**src/rtl/booth8_ctrl.sv**
```systemverilog
// Sequencing FSM for the 15-bit radix-8 Booth multiplier datapath.
// Optional BOOTH8_ZERO_SKIP_EN: a zero Booth digit shifts directly from EVAL.
module booth8_ctrl #(
    parameter int MAX_DIGITS = 8
) (
    input  logic        clk,
    input  logic        rst,
    input  logic        start,
    input  logic [14:0] mcand,
    input  logic [14:0] mplier,
    output logic        busy,
    output logic        done,
    output logic        err,
    output logic        dp_rst,
    output logic [14:0] data_out,
    output logic        ldM,
    output logic        ldQ,
    output logic        ldA,
    output logic        shift,
    output logic        addsub,
    output logic [1:0]  Num,
    input  logic [2:0]  dp_q0,
    input  logic        dp_qm1,
    input  logic        dp_zero
);
    localparam int CW = $clog2(MAX_DIGITS + 1);

    typedef enum logic [2:0] {
        S_IDLE, S_CLR, S_LDM, S_LDQ, S_EVAL, S_SHIFT, S_DONE
    } state_t;

    state_t        r_state;
    logic [14:0]   r_mcand;
    logic [14:0]   r_mplier;
    logic [CW-1:0] r_cnt;
    logic          r_err;

    logic [2:0]    w_pos;
    logic [3:0]    w_digit;
    logic [3:0]    w_abs;
    logic          w_neg;
    logic          w_nz;
    logic          w_cnt_max;
    logic          w_dec;

    // Digit d = -4*q2 + 2*q1 + q0 + qm1 in 4-bit two's complement.
    assign w_pos     = {1'b0, dp_q0[1:0]} + {2'b00, dp_qm1};
    assign w_digit   = {1'b0, w_pos} - {1'b0, dp_q0[2], 2'b00};
    assign w_neg     = w_digit[3];
    assign w_abs     = w_neg ? (4'd0 - w_digit) : w_digit;
    assign w_nz      = (w_digit != 4'd0);
    assign w_cnt_max = (r_cnt == CW'(MAX_DIGITS));
    assign w_dec     = (r_state == S_EVAL) && !dp_zero && !w_cnt_max;

    // Decode outputs follow the registered datapath status within the EVAL cycle.
    assign busy     = (r_state != S_IDLE);
    assign done     = (r_state == S_DONE);
    assign err      = (r_state == S_DONE) && r_err;
    assign dp_rst   = rst || (r_state == S_CLR);
    assign ldM      = (r_state == S_LDM);
    assign ldQ      = (r_state == S_LDQ);
    assign data_out = (r_state == S_LDM) ? r_mcand :
                      (r_state == S_LDQ) ? r_mplier : 15'd0;
    assign ldA      = w_dec && w_nz;
    assign addsub   = w_dec && w_nz && !w_neg;
    assign Num      = (w_dec && w_nz) ? w_abs[1:0] : 2'b01;
`ifdef BOOTH8_ZERO_SKIP_EN
    assign shift    = (r_state == S_SHIFT) || (w_dec && !w_nz);
`else
    assign shift    = (r_state == S_SHIFT);
`endif

    always_ff @(posedge clk) begin
        if (rst) begin
            r_state  <= S_IDLE;
            r_mcand  <= 15'd0;
            r_mplier <= 15'd0;
            r_cnt    <= '0;
            r_err    <= 1'b0;
        end else begin
            case (r_state)
                S_IDLE: begin
                    if (start) begin
                        r_mcand  <= mcand;
                        r_mplier <= mplier;
                        r_cnt    <= '0;
                        r_err    <= 1'b0;
                        r_state  <= S_CLR;
                    end
                end
                S_CLR:   r_state <= S_LDM;
                S_LDM:   r_state <= S_LDQ;
                S_LDQ:   r_state <= S_EVAL;
                S_EVAL: begin
                    if (dp_zero) begin
                        r_err   <= 1'b0;
                        r_state <= S_DONE;
                    end else if (w_cnt_max) begin
                        r_err   <= 1'b1;
                        r_state <= S_DONE;
                    end else begin
`ifdef BOOTH8_ZERO_SKIP_EN
                        if (!w_nz) begin
                            r_cnt   <= r_cnt + CW'(1);
                            r_state <= S_EVAL;
                        end else begin
                            r_state <= S_SHIFT;
                        end
`else
                        r_state <= S_SHIFT;
`endif
                    end
                end
                S_SHIFT: begin
                    r_cnt   <= r_cnt + CW'(1);
                    r_state <= S_EVAL;
                end
                S_DONE:  r_state <= S_IDLE;
                default: r_state <= S_IDLE;
            endcase
        end
    end
endmodule

```
**config.mk**
```make
export PLATFORM = sky130hd
export DESIGN_NAME = booth8_ctrl
export DESIGN_NICKNAME = d
export VERILOG_FILES = /design/src/rtl/booth8_ctrl.sv
export SDC_FILE = /design/constraint.sdc
export NUM_CORES = 1
export LEC_CHECK = 0
export CORE_MARGIN = 4
export CORE_UTILIZATION = 25
export CTS_BUF_LIST = sky130_fd_sc_hd__clkbuf_4 sky130_fd_sc_hd__clkbuf_8
export DETAILED_ROUTE_END_ITERATION = 8
export SLEW_MARGIN = 20
export SYNTH_ARGS = -nofsm -noshare
export SYNTH_HDL_FRONTEND = slang
export SYNTH_SLANG_ARGS = --single-unit
```
**constraint.sdc**
```tcl
create_clock -name clk -period 1.4 [get_ports clk]
set_input_delay 0.14 -clock clk [delete_from_list [all_inputs] [get_ports clk]]
set_output_delay 0.14 -clock clk [all_outputs]
set_load 0.1 [all_outputs]
```
==> reports/results.txt, run 1 <==
Status = complete, but fails checks
Failing checks = setup timing
Worst VDD drop = 0.620 mV
Prevailing post-synth register cell = dfxtp_1
Root buffer cell = clkbuf_8
Clk_lat worst skew = 0.30 ns
GRT Resource Usage Total = 15.3%
Setup Skew = 0.00979 ns
CP required = 1.26 ns
Max-slew violations = 0
# diodes = 0
Worst-case clock buffer depth = 2
Leakage Power = 1.67 nW
Hold crit path type = input pin to register
Clock transition at path regs = 0.09 ns
Int Pwr = 2.80 mW
CP max stage delay = 0.34 ns
Synthesis-stage register bit count = 38
WS Path Type = register to output port
Clk sinks = 38
CP Launch Type = register
Overall Power = 4.10 mW
Finish-stage setup viols = 58
Nets = 386
Top cell type's share of synthesized area = 41.0%
Syn avg cell area = 8.22 um^2
Buffers on Ports = 63
Yosys cell types = 35
Crit-path max FO = 4
CTS buffer count = 5
CP max-delay cell = dfxtp_2
Most frequent cell after synthesis = nand2_1
Worst setup EP type = output port
Depth of the CTS H-tree = 2
Vias = 2013
Final Hold Fails = 0
Post-synthesis async set-or-reset flop share = 0%
Dpl hpwl = 3.92 mm
Register area share after synthesis = 41.0%
Congestion Overflow GR = 0
Die W = 94.2 um
Synth top area cells = dfxtp_1, nand2_1, a21oi_1
Comb power frac = 40.6%
Routed WL per cell = 15.0 um
Cell family with most CP delay = flip-flops
Max Cap Viol = 0
Drt via density = 4.58
Worst path bufs/invs = 2
Synth cell count leaders = nand2_1, dfxtp_1, a21oi_1
Post-synthesis cell count = 226
Flop pwr share = 30.6%
CORE AREA = 7250 um^2
Vias in the first global route = 2160
Layout cells sized above 1 = 48.4%
Area growth from synthesis to layout = 118%
Drt drc = 0
RSZ-0062 raised after global routing = true
Ports = 64
Starting Density = 25.6%
Tcrit/Tclk final = 122%
Largest net degree at the start of global routing = 31
Initial antenna violation count = 0
Layout Cells excl Fill = 440
DRT antenna net count = 0
Worst endpoint data arrival time = 1.57 ns
Dominant cell type by area after synthesis = dfxtp_1
Setup WS post-layout = -0.315 ns
Post-synth EDFFs = 0
Achievable clock frequency = 583 MHz
Fillers = 602
WHS = 0.374 ns
DRT Pass-1 Iters = 4
Final min period = 1.71 ns
Pwr dens = 1010 nW/um^2
CTS tree = built
Placed cell count = 403
Post-CTS Hold Buffers = 0
Slew @ Worst Pin = 0.267 ns
Syn Nets = 272
Wirelength, routed = 6.59 mm
Psw = 1.30 mW
Synth Cell Area = 1860 um^2
Initial DRC Count = 90
Yosys warning total = 0
Switching share of power = 31.8%
Core Rows = 31
Die H = 94.2 um
Critical path, cell by cell = inv_2, ha_4, nand3b_1, nand3_4, a211o_4, buf_12
Slew HR = 82.2%
Pre-CTS setup slack = -0.627 ns
First-pass GRT wire length = 10.6 mm
Placer Congestion = 0.730
Full die area = 8870 um^2
Clock power share = 28.8%
Setup tns final = -14.10 ns
==> flip-flops by register name, summed over array words and instances, names as in the netlist <==
register / cells
r_cnt: 4
r_err: 1
r_mcand: 15
r_mplier: 15
r_state: 3
==> path summary, 6_finish.rpt <==
check             depth (start not counted)  slack (ns)                       from                   endpoint
setup reg to reg                          6       -0.30    r_state[0]$_SDFFE_PP0P_   r_mcand[12]$_SDFFE_PP0P_
hold / removal                            3        0.37                  mplier[6]   r_mplier[6]$_SDFFE_PP0P_
hold reg to reg                           2        0.47  r_mplier[13]$_SDFFE_PP0P_  r_mplier[13]$_SDFFE_PP0P_
setup / recovery                          6       -0.31      r_cnt[0]$_SDFFE_PP0P_                     Num[0]
==> cells in the final DEF (no fill, tap or decap), types with 4 or more instances in the layout <==
cell / netlist / final
a21oi_1: 37 / 28
a21oi_2: 0 / 7
a22o_4: 0 / 15
buf_12: 0 / 34
buf_16: 0 / 5
buf_4: 4 / 24
buf_6: 3 / 21
clkbuf_8: 0 / 6
clkdlybuf4s50_1: 0 / 33
dfxtp_1: 38 / 33
ha_4: 0 / 5
inv_1: 9 / 4
inv_2: 0 / 4
nand2_1: 64 / 51
nand2_2: 0 / 10
nand3_1: 6 / 5
==> metrics by stage <==
stage | utilization, % | instance area (um^2)
after floorplan | - | 2110
after global placement | 45.3 | 3290
after detailed placement | 45.3 | 3290
after CTS | 55.0 | 3990
after global routing | 55.8 | 4050
final | 55.8 | 4050
==> area by class of cell <==
cell class	instances	area (um^2)	area share, %
Timing Repair Buffer	123	1630	40.3
Multi-Input combinational cell	163	1340	33.1
Sequential cell	38	774	19.1
Tap cell	99	124	3.06
Clock buffer	6	82.6	2.04
Clock inverter	2	60.1	1.48
Inverter	9	37.5	0.927
==> cells by family after synthesis <==
| group | share of synthesized area, % |
|---|---|
| AOI/OAI and AO/OA | 21.4 |
| xor gates and xnor gates | 1.42 |
| DFF | 41.0 |
| adders and majority gates | 5.39 |
| and+or+nand+nor | 23.5 |
| buffers and inverters | 7.41 |
==> power groups by stage <==
| stage | Sequential (mW) | Combinational [mW] | Clock (mW) |
|---|---|---|---|
| final | 1.26 | 1.67 | 1.18 |
| after global routing | 1.27 | 1.76 | 1.24 |
| after CTS | 1.25 | 1.62 | 1.18 |
| after detailed placement | 1.27 | 1.15 | 0 |
| after global placement | 1.26 | 1.14 | 0 |
| after floorplan | 1.25 | 0.736 | 0 |
==> tightest hold or removal path, cell delays in order <==
cell and delay [ns]:
clkdlybuf4s50_1 0.40, nand2_1 0.05, a21oi_1 0.05
==> timing repair <==
action / in CTS / in global routing
gates cloned: 7 / 1
resized for setup: 67 / 23
setup endpoints to repair: 56 / 61
pin swaps: 25 / 9
buffers inserted: 20 / 8
==> layer usage <==
layer | GRT usage [%] | vias up | routed length (um)
met2 | 27.2 | 47 | 3550
met5 | 0 | - | 0
li1 | - | 1009 | -
met3 | 4.01 | 4 | 286
met4 | 3.85 | 0 | 51
met1 | 18.1 | 953 | 2710
(Power assumes the default switching activity.)
==> run 2: changes to the inputs <==
Settings changed: CORE_UTILIZATION 25 to 40, PLACE_DENSITY set to 0.72.
Clock period 1.4 ns to 2.16 ns, I/O delays scaled along.
==> run 2 against run 1 <==
  * Clock skew barely moved
  * Total power fell by 50%
  * First-iteration DRC count fell by 26%
  * Final area fell by 26%
  * Combinational power fell by 62%
  * Global-route usage rose by 1.7 points
  * The run now ends clean
  * Register-to-register slack improved by 0.81 ns
  * Count of clock-buffer cells in the layout fell by 1
  * Hold slack improved by 0.081 ns
  * Flip-flop and latch count did not move
  * Sequential share of layout area rose by 6.4 points
  * Via count fell by 13%
  * Largest cell class is now multi-input gates
==> reports/results.txt, run 2 (same netlist as run 1, synthesis figures left out) <==
Layout Cells excl Fill = 346
Ports = 64
Clk sinks = 38
R2R setup slack = 0.51 ns
Worst VDD drop = 0.446 mV
Final Hold Fails = 0
Area occupied by multi-input gates = 1040 um^2
Drt drc = 0
Placed cell count = 337
Worst setup EP type = output port
Hold crit path type = register to register
Psw = 685 uW
Setup WS post-layout = 0.0957 ns
Most frequent cells in the layout = nand2_1, dfxtp_1, a21oi_1
Routed WL per cell = 14.0 um
Int Pwr = 1.36 mW
Max-slew violations = 0
# diodes = 0
Register area = 761 um^2
Flop pwr share = 39.2%
CP Launch Type = input pin
Comb power frac = 31.1%
GRT Resource Usage Total = 17.0%
CTS buffer count = 5
Clock power share = 29.7%
Worst-case clock buffer depth = 2
Layout cells sized above 1 = 24.8%
Crit-path max FO = 3
Clock transition at path regs = 0.07 ns
Final instance area = 2980 um^2
Worst endpoint data arrival time = 1.85 ns
Buffers on Ports = 63
Tcrit/Tclk final = 95.6%
Depth of the CTS H-tree = 2
Finished Core Util = 67.5%
Vias = 1755
Initial antenna violation count = 0
CP required = 1.94 ns
Largest net degree at the start of global routing = 39
Vias in the first global route = 1737
Die W = 76.1 um
Placement Cell Area = 2830 um^2
DRT antenna net count = 0
Root buffer cell = clkbuf_8
CORE AREA = 4410 um^2
Achievable clock frequency = 484 MHz
Full die area = 5800 um^2
Top flop regs = r_mcand (15), r_mplier (15), r_cnt (4)
WS Path Type = input pin to output port
Slew HR = 68.8%
DRT Pass-1 Iters = 4
Final min period = 2.06 ns
Leakage Power = 1.17 nW
Max Cap Viol = 0
Placer Congestion = 0.787
Die H = 76.1 um
Status = finished, final reports clean
Dpl hpwl = 3.38 mm
Congestion Overflow GR = 0
Area growth from synthesis to layout = 60.6%
Overall Power = 2.05 mW
Switching share of power = 33.5%
Slew @ Worst Pin = 0.468 ns
Finish-stage setup viols = 0
RSZ-0062 raised after global routing = true
Wirelength, routed = 4.84 mm
Setup Skew = 0.00973 ns
Drt via density = 5.07
Starting Density = 42.1%
Pre-CTS setup slack = -0.148 ns
Pwr dens = 686 nW/um^2
Nets = 339
Leading cell type in the layout, fill and taps excluded = nand2_1
Initial DRC Count = 67
Worst reg-to-reg path cell count = 5
Clk_lat worst skew = 0.30 ns
Core Rows = 24
First-pass GRT wire length = 8.14 mm
Hold Path Depth = 2
Fillers = 370
CTS tree = built
==> run 2: layer usage <==
metal / global-route usage [%] / share of wire, % / up-vias / wire length, um
met5: 0 / 0 / - / 0
met4: 6.99 / 1.9 / 0 / 91
met3: 4.61 / 5.1 / 9 / 246
met2: 28.9 / 50 / 40 / 2430
met1: 20.2 / 43 / 805 / 2070
li1: - / - / 901 / -
==> run 2: what timing repair did <==
action	4_1_cts	5_1_grt
endpoints found under the setup margin	4	3
pin swaps	6	0
gates resized for setup	9	1
hold buffers	0	0
buffers inserted	1	0
==> run 2: path summary, 6_finish.rpt <==
path	start	endpoint
worst min register to register	r_mplier[5]$_SDFFE_PP0P_	r_mplier[5]$_SDFFE_PP0P_
worst min-delay path	r_mplier[5]$_SDFFE_PP0P_	r_mplier[5]$_SDFFE_PP0P_
worst max-delay path	dp_q0[2]	Num[0]
worst max register to register	r_state[2]$_SDFFE_PP0P_	r_cnt[3]$_SDFFE_PP0P_
==> run 2: power groups by stage <==
stage / clock (mW) / sequential [mW] / combinational, mW
6_report: 0.607 / 0.802 / 0.637
4_1_cts: 0.620 / 0.802 / 0.643
2_1_floorplan: 0 / 0.799 / 0.425
3_5_place_dp: 0 / 0.818 / 0.630
5_1_grt: 0.653 / 0.811 / 0.686
3_3_place_gp: 0 / 0.815 / 0.619
==> run 2: final cells by class <==
| cell class | instances | area share (%) |
|---|---|---|
| Clock inverter | 3 | 1.51 |
| Sequential cell | 38 | 25.5 |
| Timing Repair Buffer | 76 | 32.6 |
| Tap cell | 52 | 2.18 |
| Multi-Input combinational cell | 163 | 34.7 |
| Clock buffer | 5 | 2.31 |
| Inverter | 9 | 1.13 |
==> run 2: worst max-delay path, cell delays in order <==
cell and delay (ns):
clkdlybuf4s50_1 0.48, inv_1 0.06, ha_1 0.28, xnor2_1 0.16, and2_4 0.19, a211o_1 0.29
buf_12 0.18
==> run 2: per-stage QoR <==
stage | setup TNS [ns] | hold slack (ns)
floorplan | -0.281 | 0.352
detailed placement | -0.329 | 0.446
CTS | 0 | 0.455
global route | -0.0611 | 0.459
global placement | -0.156 | 0.443
finish | 0 | 0.455
==> run 3: changes to the inputs <==
Settings changed: REMOVE_ABC_BUFFERS set to 1, SLEW_MARGIN 20 to unset.
==> run 3 against run 2 <==
  * Global-route usage is 1.8 points lower
  * Sequential power is 1% higher
  * Clock power is 23% lower
  * Core utilization is 1.3 points lower
  * Largest power group unchanged
  * Worst setup slack better by 0.031 ns
  * Flip-flop and latch count stayed put
  * First-iteration DRC count is 16% higher
  * Die area stayed put
  * Highest routed layer unchanged
  * Clock skew is 0.0053 ns lower
  * Combinational power is 3.9% lower
  * Non-clock buffer count is 1 lower
  * Critical endpoint is now data_out[8]
  * Largest cell class unchanged
  * Sequential share of layout area is 0.58 points higher
==> reports/results.txt, run 3 (same netlist as run 1, synthesis figures left out) <==
Drt drc = 0
Worst VDD drop = 0.408 mV
CP max-delay cell = dfxtp_1
Finished Core Util = 66.3%
Setup Skew = 0.00440 ns
Largest net degree at the start of global routing = 39
Overall Power = 1.89 mW
WHS = 0.454 ns
WS Path Type = register to output port
Hold crit path type = register to register
Placer Congestion = 0.731
Initial DRC Count = 78
First-pass GRT wire length = 7.29 mm
Hold Crit Start = r_mcand[6]$_SDFFE_PP0P_
Leading cell type in the layout, fill and taps excluded = nand2_1
Status = finished, final reports clean
Psw = 636 uW
Top flop regs = r_mcand (15), r_mplier (15), r_cnt (4)
CP Launch Type = register
Leakage Power = 1.18 nW
Max-slew violations = 0
CTS tree = built
Flop pwr share = 42.8%
Vias = 1723
Worst path bufs/invs = 2
Drt via density = 5.02
Hold endpoint = r_mcand[6]$_SDFFE_PP0P_
Max Cap Viol = 0
R2R setup slack = 0.52 ns
Core Rows = 24
Area growth from synthesis to layout = 57.5%
Initial antenna violation count = 0
Slew HR = 69.3%
DRT Pass-1 Iters = 6
Pre-CTS setup slack = -0.147 ns
Clock power share = 24.8%
CTS buffer count = 5
Layout cells sized above 1 = 20.3%
DRT antenna net count = 0
Ports = 64
Most frequent cells in the layout = nand2_1, a21oi_1, dfxtp_1
Switching share of power = 33.6%
Nets = 338
Worst setup EP type = output port
Setup WS post-layout = 0.127 ns
Worst-case clock buffer depth = 2
GRT Resource Usage Total = 15.3%
Die H = 76.1 um
Clk sinks = 38
Achievable clock frequency = 492 MHz
CP required = 1.94 ns
R2r endpoint = r_mcand[1]$_SDFFE_PP0P_
Tcrit/Tclk final = 94.1%
Setup tns final = 0 ns
Crit-path max FO = 16
Routed WL per cell = 13.1 um
Full die area = 5800 um^2
Cell family with most CP delay = flip-flops
Worst endpoint data arrival time = 1.82 ns
Starting Density = 42.1%
Slew @ Worst Pin = 0.460 ns
Vias in the first global route = 1633
Final Hold Fails = 0
Die W = 76.1 um
Hold Path Depth = 2
CP max stage delay = 0.61 ns
Pwr dens = 647 nW/um^2
Clk_lat worst skew = 0.28 ns
Comb power frac = 32.4%
Congestion Overflow GR = 0
Root buffer cell = clkbuf_8
Finish-stage setup viols = 0
Worst reg-to-reg path cell count = 4
# diodes = 0
Critical path, cell by cell = nor3b_4, buf_4, a22o_1, buf_12
CORE AREA = 4410 um^2
Wirelength, routed = 4.51 mm
Int Pwr = 1.26 mW
Depth of the CTS H-tree = 2
R2r startpoint = r_state[1]$_SDFFE_PP0P_
Final min period = 2.03 ns
Buffers on Ports = 63
Clock transition at path regs = 0.07 ns
Dpl hpwl = 3.21 mm
==> run 3: tightest hold or removal path: stages, from the launching register on <==
cell     delay (ns)
dfxtp_1        0.31
nand2_1        0.05
a21oi_1        0.05
==> run 3: timing repair <==
| action | CTS | global route |
|---|---|---|
| hold endpoints to repair | 0 | 0 |
| hold buffers | 0 | 0 |
| gates resized for setup | 8 | 6 |
| endpoints found under the setup margin | 4 | 16 |
| setup buffers | 0 | 1 |
| pin swaps | 2 | 5 |
==> run 3: area by class of cell <==
class / instances / area, um^2
timing repair buffer: 75 / 975
sequential: 38 / 763
tap: 52 / 65.1
inverter: 9 / 33.8
multi-input combinational: 163 / 1010
fill: 376 / 1490
clock buffer: 6 / 82.6
==> run 3: power by group through the flow <==
stage,registers [mW],logic (mW),clock network (mW)
after detailed placement,0.823,0.603,0
final,0.810,0.612,0.470
after global placement,0.822,0.598,0
after floorplan,0.813,0.356,0
after CTS,0.808,0.612,0.486
after global routing,0.818,0.657,0.511
==> run 3: worst max path at each step <==
| stage | endpoint | slack, ns | cells past startpoint | startpoint |
|---|---|---|---|---|
| final | data_out[8] | 0.13 | 4 | r_state[1]$_SDFFE_PP0P_ |
| after detailed placement | Num[1] | -0.15 | 8 | dp_q0[0] |
| after global routing | data_out[5] | -0.0006 | 4 | r_state[1]$_SDFFE_PP0P_ |
| after floorplan | addsub | -1.13 | 6 | dp_q0[0] |
| after CTS | Num[1] | 0.008 | 8 | dp_qm1 |
| after global placement | Num[1] | -0.13 | 8 | dp_q0[0] |
==> run 3: metal layers <==
metal	global-route usage [%]	part of all wire, %	vias to the layer above
met4	5.59	1.4	0
met3	6.38	8.8	6
met2	24.9	46	54
li1	-	-	899
met5	0	0	-
met1	17.8	44	764
==> run 3: per-stage QoR <==
step | cell area, um^2 | std cells
5_1_grt | 2930 | 343
3_3_place_gp | 2790 | 336
4_1_cts | 2900 | 342
3_5_place_dp | 2790 | 336
2_1_floorplan | 1750 | 210
6_report | 2930 | 343
==> variant 1: new RTL, flow settings as in run 1 <==
One comparison of `r_cnt` changes from == to >=.
--- a/src/rtl/booth8_ctrl.sv
+++ b/src/rtl/booth8_ctrl.sv
@@ -49,7 +49,7 @@
     assign w_neg     = w_digit[3];
     assign w_abs     = w_neg ? (4'd0 - w_digit) : w_digit;
     assign w_nz      = (w_digit != 4'd0);
-    assign w_cnt_max = (r_cnt == CW'(MAX_DIGITS));
+    assign w_cnt_max = (r_cnt >= CW'(MAX_DIGITS));
     assign w_dec     = (r_state == S_EVAL) && !dp_zero && !w_cnt_max;
 
     // Decode outputs follow the registered datapath status within the EVAL cycle.
Formal check against the unedited RTL: same outputs for any inputs over 10 cycles, from zero or initial values and one cycle with rst high; that may be too few to reach the edited logic, so the function may still have changed.
==> variant 1 against run 1 <==
Area after synthesis down 2.8%; total power is 17% lower; final cell count fell by 3.6%; cell area rose by 1.3%; the flow still finishes with violations (setup timing); setup slack got worse by 0.015 ns; sequential cell count stayed put; routed wire length is 4.0% lower; critical endpoint is now r_mcand[0].
==> variant 1: results (changes against run 1) <==
| Metric | Value |
|---|---|
| Via/cell ratio | 4.66 (+1.9%) |
| Worst-path clk slew | 0.07 ns (-0.02 ns) |
| Post-synthesis net count | 274 (+0.74%) |
| Leakage | 0.00173 uW (+3.4%) |
| First-pass GRT wire length | 9.65 mm (-8.6%) |
| Peak supply drop | 0.532 mV (-14%) |
| Top post-synthesis cells by area | dfxtp_1 42%, nand2_1 15%, a21oi_1 10% |
| Final setup margin | -0.330 ns (-0.0152 ns) |
| WHS | 0.408 ns (+0.0335 ns) |
| Clock Skews | 0.00737 ns (-0.00242 ns) |
| Critical Path Start | r_state[1] |
| DP Worst Slack | -0.621 ns (+0.00562 ns) |
| Nets | 374 (-3.1%) |
| Fillers | 584 (-3.0%) |
| Clk_lat worst skew | 0.28 ns (-0.02 ns) |
| Vias in the first global route | 1,975 (-8.6%) |
| Met2 GRT Util | 26.8% (-0.43 points) |
| Sequential share of the synthesized area | 42.2% (+1.2 points) |
| Count of final setup violators | 60 (+3.4%) |
| Violated checks | setup timing |
| R2R depth | 7 (+1) |
| Synth cell count leaders | 70 x nand2_1, 38 x dfxtp_1, 36 x a21oi_1 |
| Largest net degree at the start of global routing | 29 (-6.5%) |
| Dpl hpwl | 3.82 mm (-2.8%) |
| Met3 Resource Use GR | 2.68% (-1.3 points) |
| Routed wire length | 6.33 mm (-4.0%) |
| Critical path's slowest cell | or4b_4 |
| Outcome | finished, violations left |
| Psw | 1140 uW (-12%) |
| Synth cell types | 33 (-5.7%) |
| DR iter-0 viols | 96 (+6.7%) |
| Worst-Margin Slew | 0.460 ns (+0.193 ns) |
variant 1: cell types whose count changed after synthesis, sizes merged, moves of 3 or more:
cell and change:
nor2 +3, nand3 -3, clkbuf +3, nand2 +6
nor3b -3
variant 1: power by group through the flow:
stage / registers (uW) / clock network (uW) / logic, uW
6_report: 1230 / 740 / 1420
5_1_grt: 1230 / 812 / 1500
4_1_cts: 1220 / 766 / 1230
3_5_place_dp: 1250 / 0 / 972
3_3_place_gp: 1240 / 0 / 963
2_1_floorplan: 1230 / 0 / 587
variant 1: final timing paths:
| check | endpoint |
|---|---|
| max | r_mcand[0] |
| min | r_mplier[5] |
| max reg2reg | r_mcand[0] |
| min reg2reg | r_mcand[11] |
variant 1: stage by stage:
stage                     TNS [ns]  instances  util, %  instance area [um^2]
after floorplan              -2.03        228        -                  2120
after global routing        -19.99        424     59.4                  4100
final                       -16.51        424     59.4                  4100
after detailed placement     -9.17        399     47.4                  3280
after CTS                   -15.22        422     53.6                  3700
after global placement       -8.83        399     47.4                  3280
variant 1: cells by family (layout without fill, tap and decap cells):
family	Yosys count	count (layout)	share of synthesized area, %
flip-flops	38	38	42.2
multiplexers	1	1	0.555
AO/OA/AOI/OAI	62	62	22.2
adder cells (fa/ha/maj)	8	8	5.55
AND/OR/NAND/NOR	91	91	22.3
XOR/XNOR	2	2	0.971
buffers and inverters	26	126	6.24
variant 1: worst max-delay path, delay by kind of cell (launching register included):
| family | cells | cell delay (ns) |
|---|---|---|
| compound gates | 1 | 0.05 |
| buf+inv | 4 | 0.54 |
| flops | 1 | 0.36 |
| simple gates | 2 | 0.65 |
variant 1: cell type report:
type	count	area (um^2)	share of cell area [%]
timing repair buffer	110	1490	36.2
tap	96	120	2.93
sequential	38	767	18.7
multi-input combinational	164	1600	39.0
clock buffer	7	83.8	2.04
inverter	9	47.5	1.16
variant 1: layer usage:
metal / share of wire (%) / vias to the layer above
li1: - / 976
met5: 0 / -
met1: 39 / 964
met4: 0.54 / 0
met2: 57 / 35
met3: 3.4 / 2
variant 1: repair_timing:
action | 4_1_cts | 5_1_grt
gates cloned | 6 | 0
gates resized for setup | 35 | 105
buffers inserted | 10 | 4
pin swaps | 11 | 57
setup endpoints to repair | 31 | 61
==> variant 2: new RTL, config.mk and constraints of run 1 <==
Without the edit above. The option `BOOTH8_ZERO_SKIP_EN` is turned on by a define.
--- a/src/rtl/booth8_ctrl.sv
+++ b/src/rtl/booth8_ctrl.sv
@@ -1,5 +1,7 @@
 // Sequencing FSM for the 15-bit radix-8 Booth multiplier datapath.
 // Optional BOOTH8_ZERO_SKIP_EN: a zero Booth digit shifts directly from EVAL.
+`define BOOTH8_ZERO_SKIP_EN
+
 module booth8_ctrl #(
     parameter int MAX_DIGITS = 8
 ) (
Behaviour: not the same (a bounded check fails within 10 cycles, from zero or initial values and one cycle with rst high).
==> variant 2 against run 1 <==
Cell area increased by 2.0%; total power decreased by 18%; area after synthesis increased by 1.1%; register-to-register slack improved by 0.12 ns; sequential cell count unchanged; synthesized cell count increased by 3.1%; clock power decreased by 31%; setup slack got worse by 0.14 ns; routed wire length increased by 2.3%; largest cell class is now multi-input combinational cells; the run still ends with setup timing left; non-clock buffer count decreased by 8; combinational power decreased by 21%.
==> variant 2: results (changes against run 1) <==
| Metric | Value |
|---|---|
| Dpl hpwl | 4.15 mm (+5.7%) |
| Clock Skews | 0.00246 ns (-0.00734 ns) |
| First-pass GRT wire length | 10.5 mm (-0.40%) |
| Vias in the first global route | 2,185 (+1.2%) |
| Routability-driven placement congestion ratio | 0.813 (+11%) |
| Count of final setup violators | 61 (+5.2%) |
| Outcome | finished, violations left |
| DR vias | 2,028 (+0.75%) |
| Wire per inst | 15.3 um (+2.3%) |
| Peak supply drop | 0.452 mV (-27%) |
| Synth cell count leaders | 65 x nand2_1, 38 x dfxtp_1, 32 x a21oi_1 |
| Psw | 1170 uW (-10%) |
| Diode count | 0 (unchanged) |
| Via/cell ratio | 4.61 (+0.75%) |
| Met3 wire length | 183 um (-36%) |
| Met1 Use GR | 18.7% (+0.58 points) |
| Syn_area_per_cell | 8.05 um^2 (-2.0%) |
| Leakage | 0.00171 uW (+2.1%) |
| Final setup margin | -0.459 ns (-0.144 ns) |
| DP Worst Slack | -0.827 ns (-0.200 ns) |
| CP top delay family | simple AND/OR/NAND/NOR gates |
| Top post-synthesis cells by area | dfxtp_1 41%, nand2_1 13%, a21oi_1 8.5% |
| Setup TNS | -10.59 ns (+3.51 ns) |
| Max layer used | met4 |
| R2R depth | 7 (+1) |
| Cells after DPL | 413 (+2.5%) |
| Share of cells above drive strength 1 | 58.7% (+10 points) |
| DR iter-0 viols | 58 (-36%) |
| Min cycle time layout | 1.86 ns (+0.144 ns) |
| Violated checks | setup timing |
| Met2 GRT Util | 26.2% (-1.0 points) |
| DP Area | 3380 um^2 (+3.0%) |
| Tot GR Track Use | 14.9% (-0.42 points) |
[variant 2: worst reg2reg max path, cell delays in order, from the launching register on]
cell     delay [ns]
dfxtp_4        0.39
buf_6          0.13
buf_6          0.12
nor4b_4        0.34
buf_6          0.19
buf_12         0.16
nand2_2        0.07
a21oi_2        0.11
[variant 2: worst paths after layout]
check	slack, ns	from	endpoint
max	-0.46	r_cnt[0]	addsub
min	0.40	mcand[0]	r_mcand[0]
max reg2reg	-0.18	r_state[0]	r_mplier[10]
min reg2reg	0.47	r_mplier[9]	r_mplier[9]
[variant 2: area by class of cell]
| type | count | area [um^2] |
|---|---|---|
| Clock buffer | 7 | 90.1 |
| Fill cell | 633 | 3160 |
| Clock inverter | 1 | 5.00 |
| Inverter | 11 | 43.8 |
| Multi-Input combinational cell | 169 | 1620 |
| Timing Repair Buffer | 115 | 1470 |
| Sequential cell | 38 | 774 |
| Tap cell | 99 | 124 |
[variant 2: power by group through the flow]
stage,Sequential [uW],Combinational (uW),Clock [uW]
3_5_place_dp,1250,988,0
4_1_cts,1230,1230,834
3_3_place_gp,1250,980,0
5_1_grt,1240,1400,882
6_report,1230,1320,812
2_1_floorplan,1230,600,0
[variant 2: repair_timing]
item                       in CTS  in global routing
setup buffers                  13                  3
pin swaps                      43                 47
setup endpoints to repair      60                 62
gates cloned                    5                  0
resized for setup              61                 65
[variant 2: logic make-up (layout without fill, tap and decap cells)]
kind of cell | after synthesis | count (layout) | synth area share (%)
buffers and inverters | 26 | 134 | 6.07
AND/OR/NAND/NOR | 95 | 95 | 25.1
flip-flops | 38 | 38 | 40.5
multiplexers | 2 | 2 | 1.07
AO/OA/AOI/OAI | 63 | 63 | 21.4
adder cells (fa/ha/maj) | 8 | 8 | 5.33
XOR/XNOR | 1 | 1 | 0.467
